### config.mk
export PLATFORM = sky130hd
export DESIGN_NAME = pad_reader
export DESIGN_NICKNAME = d
export VERILOG_FILES = /design/src/rtl/pad_reader.sv
export SDC_FILE = /design/constraint.sdc
export NUM_CORES = 1
export LEC_CHECK = 0
export BUFFER_PORTS_ARGS = -buffer_cell sky130_fd_sc_hd__buf_2
export CELL_PAD_IN_SITES_DETAIL_PLACEMENT = 0
export CELL_PAD_IN_SITES_GLOBAL_PLACEMENT = 1
export CORE_MARGIN = 1.5
export CORE_UTILIZATION = 35
export CTS_CLUSTER_DIAMETER = 100
export DETAILED_ROUTE_END_ITERATION = 10
export PLACE_DENSITY = 0.67
export SYNTH_ARGS = -nofsm -noshare
export SYNTH_HDL_FRONTEND = slang
export SYNTH_SLANG_ARGS = --single-unit
### constraint.sdc
create_clock -name clk -period 2.6 [get_ports clk]
set_clock_uncertainty 0.2 [all_clocks]
set_input_delay 0.65 -clock clk [delete_from_list [all_inputs] [get_ports clk]]
set_output_delay 0.65 -clock clk [all_outputs]
set_load 0.1 [all_outputs]
### src/rtl/pad_reader.sv
// Scans two NES (4021) controller pads over latch/clock/data wires and publishes
// each pad as an active-high button byte, updated atomically with a valid pulse.
module pad_reader #(
    parameter int CLKDIV      = 60,
    parameter int POLL_PERIOD = 400000
) (
    input  logic       clk,
    input  logic       rst,
    input  logic       poll_req,
    input  logic       pad_data0,
    input  logic       pad_data1,
    output logic       pad_latch,
    output logic       pad_clk,
    output logic [7:0] input0,
    output logic [7:0] input1,
    output logic       valid
);

    localparam int CNT_W = $clog2(2 * CLKDIV);
    localparam int TMR_W = $clog2(POLL_PERIOD);

    localparam logic [CNT_W-1:0] LATCH_LOAD = CNT_W'(2 * CLKDIV - 1);
    localparam logic [CNT_W-1:0] PHASE_LOAD = CNT_W'(CLKDIV - 1);
    localparam logic [TMR_W-1:0] TMR_LOAD   = TMR_W'(POLL_PERIOD - 1);

    typedef enum logic [2:0] {
        IDLE,
        LATCH,
        LOW,
        HIGH,
        DONE
    } state_t;

    state_t           state;
    logic [CNT_W-1:0] phase_cnt;
    logic [TMR_W-1:0] timer;
    logic [2:0]       bit_idx;
    logic [7:0]       shift0;
    logic [7:0]       shift1;
    logic [1:0]       sync0;
    logic [1:0]       sync1;

    // Pads idle high (released), so the synchronisers reset to 1.
    always_ff @(posedge clk) begin
        if (rst) begin
            sync0 <= 2'b11;
            sync1 <= 2'b11;
        end else begin
            sync0 <= {sync0[0], pad_data0};
            sync1 <= {sync1[0], pad_data1};
        end
    end

    // NOTE: all state is registered with non-blocking assignments so every
    // register in this block sees the pre-edge values of the others.
    always_ff @(posedge clk) begin
        if (rst) begin
            state     <= IDLE;
            phase_cnt <= '0;
            timer     <= '0;
            bit_idx   <= '0;
            shift0    <= '0;
            shift1    <= '0;
            pad_latch <= 1'b0;
            pad_clk   <= 1'b0;
            input0    <= '0;
            input1    <= '0;
            valid     <= 1'b0;
        end else begin
            valid <= 1'b0;
            if (timer != '0) begin
                timer <= timer - 1'b1;
            end

            case (state)
                IDLE: begin
                    if (timer == '0 || poll_req) begin
                        state     <= LATCH;
                        pad_latch <= 1'b1;
                        phase_cnt <= LATCH_LOAD;
                        timer     <= TMR_LOAD;
                    end
                end

                LATCH: begin
                    if (phase_cnt == '0) begin
                        state     <= LOW;
                        pad_latch <= 1'b0;
                        phase_cnt <= PHASE_LOAD;
                        bit_idx   <= '0;
                    end else begin
                        phase_cnt <= phase_cnt - 1'b1;
                    end
                end

                LOW: begin
                    if (phase_cnt == '0) begin
                        // Pad lines are active-low; store pressed as 1, first bit ends in [7].
                        shift0 <= {shift0[6:0], ~sync0[1]};
                        shift1 <= {shift1[6:0], ~sync1[1]};
                        if (bit_idx == 3'd7) begin
                            state <= DONE;
                        end else begin
                            state     <= HIGH;
                            pad_clk   <= 1'b1;
                            phase_cnt <= PHASE_LOAD;
                        end
                    end else begin
                        phase_cnt <= phase_cnt - 1'b1;
                    end
                end

                HIGH: begin
                    if (phase_cnt == '0) begin
                        state     <= LOW;
                        pad_clk   <= 1'b0;
                        phase_cnt <= PHASE_LOAD;
                        bit_idx   <= bit_idx + 1'b1;
                    end else begin
                        phase_cnt <= phase_cnt - 1'b1;
                    end
                end

                DONE: begin
                    input0 <= shift0;
                    input1 <= shift1;
                    valid  <= 1'b1;
                    state  <= IDLE;
                end

                default: begin
                    state     <= IDLE;
                    pad_latch <= 1'b0;
                    pad_clk   <= 1'b0;
                end
            endcase
        end
    end

endmodule

==> impl_metrics.py <==
metrics = {
    "outcome": {
        "status": "finished clean",
    },
    "yosys": {
        "synth_edf_count": 0,
        "syn_nets": 366,
        "yosysTopAreaCell": "dfxtp_1",
        "avgSynthCellArea_sq_um": 8.35,
        "synth_common_cells": "nand2_1 (75), dfxtp_1 (71), a21oi_1 (53), nor3_1 (21), clkbuf_1 (16)",
        "synthFlopType": "dfxtp_1",
        "ys_ff_latch": 71,
        "ys_seq_area_share_pct": 47.8,
        "netlist_area_sq_um": 2970,
        "synth_top_area_share_pct": 47.8,
        "ys_warn_count": 0,
        "async_flop_share_pct": 0,
        "ys_types": 41,
        "synth_most_common_cell": "nand2_1",
        "netlist_instances": 356,
        "synth_area_leaders": "dfxtp_1 (48%), nand2_1 (9.5%), a21oi_1 (8.9%)",
    },
    "timing": {
        "period_needed_ns": 2.51,
        "slew_headroom_pct": 60.4,
        "layout_setup_ws_ns": 0.0855,
        "max_freq_ghz": 0.398,
        "finalSetupViolations": 0,
        "rsz0062_at_grt": "no",
        "maxSlewViolCount": 0,
        "finalCritPeriodShare_pct": 96.7,
        "tightest_slew_ns": 0.594,
        "finalHoldViolCount": 0,
    },
    "final_layout": {
        "drive_gt1_share_pct": 19.7,
        "fill_cells": 866,
        "multiInputGateArea_sq_um": 1460,
        "fin_util_pct": 43.1,
        "syn2layout_area_growth_pct": 19.1,
        "stdcell_count": 501,
        "diodes": 0,
        "nets": 401,
        "seq_area_sq_um": 1420,
    },
    "drt": {
        "firstDrtPassIters": 4,
        "num_vias": 2545,
        "drc_errors": 0,
        "vias_per_cell": 5.08,
        "avgRoutedWirePerCell_microns": 13.1,
        "detail-route-antenna-nets": 0,
        "wirelength_mm": 6.56,
        "drt_iter0_drc": 69,
    },
    "critical_path": {
        "critPathMaxFanout": 13,
        "cp.required_ns": 2.68,
        "end_kind": "register",
        "worstSetupPathType": "register to register",
        "cp.arrival_ns": 2.59,
        "start_kind": "register",
    },
    "floorplan": {
        "fp.coreArea_sq_um": 8220,
        "io_pins": 24,
        "floorplan.rows": 33,
        "initial_core_util_pct": 36.2,
        "die_width_microns": 95.2,
        "dieArea_sq_um": 9060,
        "die_h_microns": 95.2,
    },
    "grt": {
        "grt_max_degree": 32,
        "overflow": 0,
        "grt_pass1_wl_mm": 11.4,
        "track_usage_pct": 16.2,
        "grt_antenna_before_repair": 0,
        "grt_pass1_vias": 2396,
    },
    "worst_hold_path": {
        "hold_path_class": "register to register",
    },
    "power_and_ir_drop": {
        "p_per_area_nw_per_um2": 796,
        "p_total_mw": 2.82,
        "p_leak_nw": 1.28,
        "peakVddDrop_v": 0.000324,
    },
    "clock_tree": {
        "htree_levels": 3,
        "clkSlewWorstSetupHoldPaths_ns": 0.08,
        "numCtsBuffers": 9,
        "clock_latency_ns": 0.35,
        "cts_tree": "done",
        "clockBufferDepth": 2,
        "clock_sinks": 71,
        "clock-root-buffer": "clkbuf_8",
    },
    "placement": {
        "dp_hpwl_mm": 4.34,
        "dp_cells": 485,
        "io_buffer_count": 23,
        "place_ws_ns": -0.0520,
        "place_congestion": 0.751,
    },
    "run": {
        "cap_violations": 0,
    },
}
-- cells in the final DEF, fill, tap and decap left out, types with 6 or more instances in the layout --
cell type	Yosys	final
nand2_1	75	75
dfxtp_1	71	71
a21oi_1	53	53
buf_2	0	23
nor3_1	21	21
buf_4	0	21
nor2_1	14	14
xnor2_1	12	12
nor4_1	10	9
clkbuf_8	0	9
inv_1	8	8
o21ai_0	8	8
nand3_1	8	8
a31oi_1	7	7
or3_1	6	6
-- layout make-up --
class	instances	area share, %
multi-input combinational	257	41.2
sequential	71	40.2
timing repair buffer	44	7.71
tap	105	3.71
clock buffer	9	3.50
clock inverter	7	2.90
inverter	8	0.848
-- state kept, by name, indices dropped and copies added, names as in the netlist, 2 cells and up --
name,count
timer,19
input0,8
input1,8
shift0,8
shift1,8
phase_cnt,7
bit_idx,3
state,3
sync0,2
sync1,2
-- power by group --
part | internal, mW | switching, mW | leakage (nW)
combinational | 0.243 | 0.336 | 0.594
clock | 0.552 | 0.450 | 0.111
sequential | 1.16 | 0.0722 | 0.579
total | 1.96 | 0.857 | 1.28
-- timing repair --
action / 4_1_cts / 5_1_grt
hold buffers: 0 / 0
buffers inserted: 0 / 0
setup endpoints to repair: 14 / 23
pin swaps: 0 / 3
resized for setup: 2 / 4
-- metal layers --
metal  global-route usage [%]  part of all wire, %  wire [microns]
met5                        0                    0               0
met4                     4.10                 0.73              48
met3                     5.66                  3.8             248
met2                     25.9                   46            3000
met1                     20.7                   50            3260
-- through the flow --
step	TNS, ns	hold WS [ns]	cell area (sq um)
floorplan	0	0.189	2970
global placement	0	0.199	3290
detailed placement	-0.105	0.199	3290
CTS	0	0.215	3520
global route	0	0.243	3540
finish	0	0.213	3540
-- cell families (layout without fill, tap and decap cells) --
family          Yosys count  in the layout  share of synthesized area (%)
compound gates           84             84                           17.0
xor+xnor                 12             12                           3.54
fa+ha+maj                 5              5                           2.10
buf+inv                  28             68                           4.29
flops                    71             71                           47.8
simple gates            156            156                           25.3
-- worst paths after layout --
path,from,endpoint,slack (ns),depth (start not counted)
max,timer[11],timer[18],0.09,5
min,sync1[1],shift1[0],0.21,1
max reg2reg,timer[11],timer[18],0.09,5
min reg2reg,sync1[1],shift1[0],0.21,1
-- worst max-delay path, stage by stage, from the launching register on --
cell and delay (ns):
dfxtp_1 0.31, or4_4 0.54, or4b_4 0.58, o41ai_4 0.33
nand2_2 0.26, o22ai_1 0.22
Power figures use the tool's default switching activity.
